### src/rtl/cordic_vector_synth.sv
// Rotation-mode CORDIC that regenerates (cx, cy) = amp * (cos, sin) of a first-quadrant
// angle, then folds the result into the requested quadrant with symmetric saturation.
module cordic_vector_synth #(
   parameter int ITER  = 14,
   parameter int IW    = 20,
   parameter int KGAIN = 39797
) (
   input  logic        clk,
   input  logic        rst,
   input  logic [15:0] amp_in,
   input  logic [16:0] theta_1st_quad,
   input  logic [1:0]  quadrant,
   input  logic        angle_valid,
   output logic [15:0] cx_out,
   output logic [15:0] cy_out,
   output logic        vec_valid,
   output logic        busy,
   output logic        overrun
);

   // Handshake: angle_valid is a one-cycle strobe accepted only in IDLE; a strobe while
   // busy is dropped and flagged by a one-cycle overrun pulse. vec_valid pulses for one
   // cycle when cx_out/cy_out are updated; the outputs then hold until the next result.

   localparam int ZW = 18;
   localparam logic signed [IW-1:0] SAT_P = IW'(32767);
   localparam logic signed [IW-1:0] SAT_N = -SAT_P;

   typedef enum logic [1:0] {IDLE, SCALE, ROT, MAP} state_t;
   state_t state, state_nxt;

   logic [14:0]          amp_r;
   logic signed [16:0]   theta_r;
   logic [1:0]           quad_r;
   logic signed [IW-1:0] x_r, y_r;
   logic signed [ZW-1:0] z_r;
   logic [3:0]           i_r;

   logic signed [16:0]   theta_s, theta_clamped;
   logic signed [IW-1:0] xs, ys, x_rot, y_rot, mx, my;
   logic signed [ZW-1:0] z_rot;
   logic                 unused_amp_msb;

   assign unused_amp_msb = amp_in[15];
   assign busy           = (state != IDLE);

   function automatic logic signed [ZW-1:0] atan_lut(input logic [3:0] idx);
      case (idx)
         4'd0:    atan_lut = 18'sd12868;
         4'd1:    atan_lut = 18'sd7596;
         4'd2:    atan_lut = 18'sd4014;
         4'd3:    atan_lut = 18'sd2037;
         4'd4:    atan_lut = 18'sd1023;
         4'd5:    atan_lut = 18'sd512;
         4'd6:    atan_lut = 18'sd256;
         4'd7:    atan_lut = 18'sd128;
         4'd8:    atan_lut = 18'sd64;
         4'd9:    atan_lut = 18'sd32;
         4'd10:   atan_lut = 18'sd16;
         4'd11:   atan_lut = 18'sd8;
         4'd12:   atan_lut = 18'sd4;
         4'd13:   atan_lut = 18'sd2;
         default: atan_lut = 18'sd0;
      endcase
   endfunction

   // Symmetric limit keeps -32768 out so negating a result never wraps.
   function automatic logic [15:0] sat16(input logic signed [IW-1:0] v);
      if (v > SAT_P)      sat16 = 16'h7FFF;
      else if (v < SAT_N) sat16 = 16'h8001;
      else                sat16 = v[15:0];
   endfunction

   always_comb begin
      theta_s       = theta_1st_quad;
      theta_clamped = theta_s;
      if (theta_s < 17'sd0)          theta_clamped = 17'sd0;
      else if (theta_s > 17'sd25736) theta_clamped = 17'sd25736;
   end

   always_comb begin
      xs    = x_r >>> i_r;
      ys    = y_r >>> i_r;
      x_rot = x_r - ys;
      y_rot = y_r + xs;
      z_rot = z_r - atan_lut(i_r);
      if (z_r[ZW-1]) begin
         x_rot = x_r + ys;
         y_rot = y_r - xs;
         z_rot = z_r + atan_lut(i_r);
      end
   end

   always_comb begin
      mx = x_r;
      my = y_r;
      case (quad_r)
         2'd1:    begin mx = -y_r; my = x_r;  end
         2'd2:    begin mx = -x_r; my = -y_r; end
         2'd3:    begin mx = y_r;  my = -x_r; end
         default: begin mx = x_r;  my = y_r;  end
      endcase
   end

   always_ff @(posedge clk or posedge rst) begin
      if (rst) state <= IDLE;
      else     state <= state_nxt;
   end

   always_comb begin
      state_nxt = state;
      case (state)
         IDLE:    if (angle_valid) state_nxt = SCALE;
         SCALE:   state_nxt = ROT;
         ROT:     if (i_r == 4'(ITER - 1)) state_nxt = MAP;
         MAP:     state_nxt = IDLE;
         default: state_nxt = IDLE;
      endcase
   end

   always_ff @(posedge clk or posedge rst) begin
      if (rst) begin
         amp_r     <= '0;
         theta_r   <= '0;
         quad_r    <= '0;
         x_r       <= '0;
         y_r       <= '0;
         z_r       <= '0;
         i_r       <= '0;
         cx_out    <= '0;
         cy_out    <= '0;
         vec_valid <= 1'b0;
         overrun   <= 1'b0;
      end else begin
         vec_valid <= 1'b0;
         overrun   <= angle_valid && (state != IDLE);
         case (state)
            IDLE: begin
               if (angle_valid) begin
                  amp_r   <= amp_in[14:0];
                  theta_r <= theta_clamped;
                  quad_r  <= quadrant;
               end
            end
            SCALE: begin
               // Pre-scaling by 1/K cancels the CORDIC gain so |(x, y)| ends near amp.
               x_r <= $signed(IW'(({17'd0, amp_r} * 32'(KGAIN)) >> 16));
               y_r <= '0;
               z_r <= {theta_r[16], theta_r};
               i_r <= '0;
            end
            ROT: begin
               x_r <= x_rot;
               y_r <= y_rot;
               z_r <= z_rot;
               i_r <= i_r + 4'd1;
            end
            MAP: begin
               cx_out    <= sat16(mx);
               cy_out    <= sat16(my);
               vec_valid <= 1'b1;
            end
            default: ;
         endcase
      end
   end

endmodule

### config.mk
export PLATFORM = sky130hd
export DESIGN_NAME = cordic_vector_synth
export DESIGN_NICKNAME = d
export VERILOG_FILES = /design/src/rtl/cordic_vector_synth.sv
export SDC_FILE = /design/constraint.sdc
export NUM_CORES = 1
export LEC_CHECK = 0
export ABC_AREA = 1
export BUFFER_PORTS_ARGS = -buffer_cell sky130_fd_sc_hd__buf_2
export CORE_MARGIN = 2
export CORE_UTILIZATION = 50
export DETAILED_ROUTE_END_ITERATION = 10
export PLACE_DENSITY = 0.69
export SETUP_SLACK_MARGIN = 0.05
export SLEW_MARGIN = 5
export SYNTH_ARGS = -nofsm -noshare
export SYNTH_HDL_FRONTEND = slang
export SYNTH_SLANG_ARGS = --single-unit
### constraint.sdc
create_clock -name clk -period 5 [get_ports clk]
set_input_delay 1.5 -clock clk [delete_from_list [all_inputs] [get_ports clk]]
set_output_delay 1.5 -clock clk [all_outputs]
set_load 0.05 [all_outputs]
==> flow_metrics.tcl <==
set metrics [dict create \
    seq_area_um2 3290 \
    htreeDepth 4 \
    ys_ff_latch 131 \
    mostFrequentLayoutCells "nand2_1 (688), inv_1 (385), nand3_1 (265)" \
    cts_buffer_depth 2 \
    dp_hpwl_mm 48.7 \
    grt_max_degree 115 \
    grt_pass1_vias 19100 \
    report.final.setup_viol 6 \
    drt-pass1-iter-count 6 \
    rows 70 \
    synth_top_area_share_pct 17.9 \
    r2r_start "amp_r[4]" \
    wl_per_cell_um 18.9 \
    status "finished with violations" \
    ys_top_cells_by_area "dfrtp_1 (18%), nand2_1 (14%), ha_1 (12%)" \
    grt_antenna_before_repair 0 \
    crit_type "reg2reg" \
    use_met1_pct 42.4 \
    grt_first_pass_wirelength_mm 101 \
    cap_violations 0 \
    crit_chain "inv_2 -> ha_4 -> inv_4 -> fa_1 -> fa_1 -> fa_1 -> fa_1 -> inv_2 -> fa_1 -> inv_2 -> ha_4 -> a21oi_2 -> buf_4 -> o21a_1 -> o21ai_2 -> a21oi_2 -> o21bai_1 -> a21oi_1 -> o21ai_1 -> nand2_1 -> nand2_1 -> nand2_1" \
    holdWs_ps 487 \
    drive_gt1_share_pct 14.1 \
    drt_iter0_markers 1580 \
    pre_cts_slack_ps -259 \
    grt_usage_pct 33.7 \
    final-hold-violation-count 0 \
    clock_latency_ps 460 \
    die_area_um2 38300 \
    postRouteAntennaNets 0 \
    cp-startpoint "amp_r[4]" \
    viasPerCell 5.71 \
    startpoint_type "register" \
    root_buffer "clkbuf_16" \
    die_y_um 196 \
    stdcell_count 3358 \
    syn-cell-area_um2 18400 \
    final_nets 3189 \
    multiInputGateArea_um2 13700 \
    violations "negative setup slack" \
    cts_sinks 131 \
    hold_path_class "reg2reg" \
    use_met3_pct 4.37 \
    coreArea_um2 36300 \
    place_area_um2 19600 \
    rsz0062_at_grt "yes" \
    syn_inst 2760 \
    cpMaxStageDelayCell "fa_1" \
    dp_cells 3316 \
    synth_ff_type "dfrtp_1" \
    finalInstanceArea_um2 21000 \
    finalWeightedCongestion 1.00 \
    syn_to_final_growth_pct 14.6 \
    required_ps 5350 \
    maxSlewHeadroom_pct 19.5 \
    syn_area_per_cell_um2 6.65 \
    cpPeakStageDelay_ps 550 \
    cts_buffers 17 \
    drc 0 \
    slew_violations 0 \
    path_clk_slew_ps 70 \
    synth_seq_area_share_pct 17.9 \
    worstHoldStart "cy_out[15]" \
    arrival_ps 5400 \
    synth_top_area_cell "dfrtp_1" \
    end_kind "register" \
    finalCriticalPeriod_ps 5060 \
    clock_skew_ps 11.9 \
    max_freq_ghz 0.198 \
    grt.busiest_layer "met2" \
    syn_nets 3071 \
    synth_warnings 0 \
    setup_slack_ps -57.3 \
    async_flop_share_pct 100 \
    crit_fanout 5 \
    crit_top_cell "fa_1" \
    use_met2_pct 58.0 \
    fill_cells 3479 \
    cts_tree "built" \
    worst_pin_slew_ps 1210 \
    initial_core_util_pct 50.5 \
    antenna_cells 0 \
    synth.distinct_cells 53 \
    final_common_cell "nand2_1" \
    synth-edff-count 0 \
    routed_wl_mm 63.4 \
    pin_count 73 \
    dieWidth_um 196 \
    min_period_over_period_pct 101 \
    grt_overflow 0 \
    portBuffers 71 \
    via_count 19200 \
]
==> critical path, delay by kind of cell (launching register included) <==
family / cells / cell delay [ps]
AO/OA/AOI/OAI: 7 / 890
adder cells (fa/ha/maj): 7 / 3060
buffers and inverters: 5 / 350
flip-flops: 1 / 460
AND/OR/NAND/NOR: 3 / 190
==> path summary, 6_finish.rpt <==
check	cells after the start	endpoint	slack, ps
setup / recovery	22	x_r[12]	-60
hold / removal	2	cy_out[15]	490
setup reg to reg	22	x_r[12]	-60
hold reg to reg	2	cy_out[15]	490
max in group asynchronous	3	y_r[19]	2820
min in group asynchronous	2	amp_r[0]	1060
==> synth_stat cells, drive strengths merged (11+ instances only) <==
| cell | number |
|---|---|
| nand4 | 21 |
| ha | 177 |
| nand2 | 711 |
| xnor2 | 17 |
| a31oi | 19 |
| clkbuf | 36 |
| nand3 | 274 |
| fa | 96 |
| a21oi | 184 |
| dfrtp | 131 |
| o21bai | 12 |
| nor3 | 25 |
| buf | 53 |
| inv | 414 |
| o22ai | 18 |
| o211ai | 23 |
| or2 | 11 |
| o221ai | 11 |
| o21ai | 219 |
| nor2 | 211 |
| xor2 | 42 |
==> per-stage QoR <==
step / TNS, ps / utilization (%)
CTS: -171 / 57.2
global placement: -2140 / 54.0
detailed placement: -2680 / 54.0
finish: -139 / 57.9
floorplan: 0 / -
global route: -2340 / 57.9
==> registers in the layout (all words and copies together) (netlist names), 4 cells and up <==
signal   count
amp_r       15
cx_out      16
cy_out      16
i_r          4
theta_r     16
x_r         20
y_r         20
z_r         18
==> per-layer routing <==
metal	routed length, µm	share of wire, %	up-vias
li1	-	-	9287
met1	27000	43	9022
met2	30000	47	703
met3	3610	5.7	152
met4	2760	4.4	0
met5	0	0	-
==> kinds of logic after synthesis <==
| family | after synthesis | synth area share (%) |
|---|---|---|
| DFF | 131 | 17.9 |
| adders and majority gates | 273 | 22.5 |
| AOI/OAI and AO/OA | 524 | 16.1 |
| buffers and inverters | 505 | 11.3 |
| muxes | 1 | 0.0545 |
| and+or+nand+nor | 1267 | 29.4 |
| xor gates and xnor gates | 59 | 2.82 |
==> what timing repair did <==
item | CTS | global route
buffers inserted | 5 | 7
gates cloned | 0 | 0
pin swaps | 53 | 21
hold buffers | 0 | 0
resized for setup | 111 | 53
endpoints found under the setup margin | 15 | 18
==> layout make-up <==
class	instances	area share, %
repair buffers	188	6.11
multi-input cells	2124	65.3
well taps	468	2.78
clock buffers	17	2.02
flip-flops and latches	131	15.6
inverters	416	7.48
clock inverters	14	0.732
Power is not shown: default switching activity piles up to over one toggle a cycle in this logic, so the estimate is an artifact.
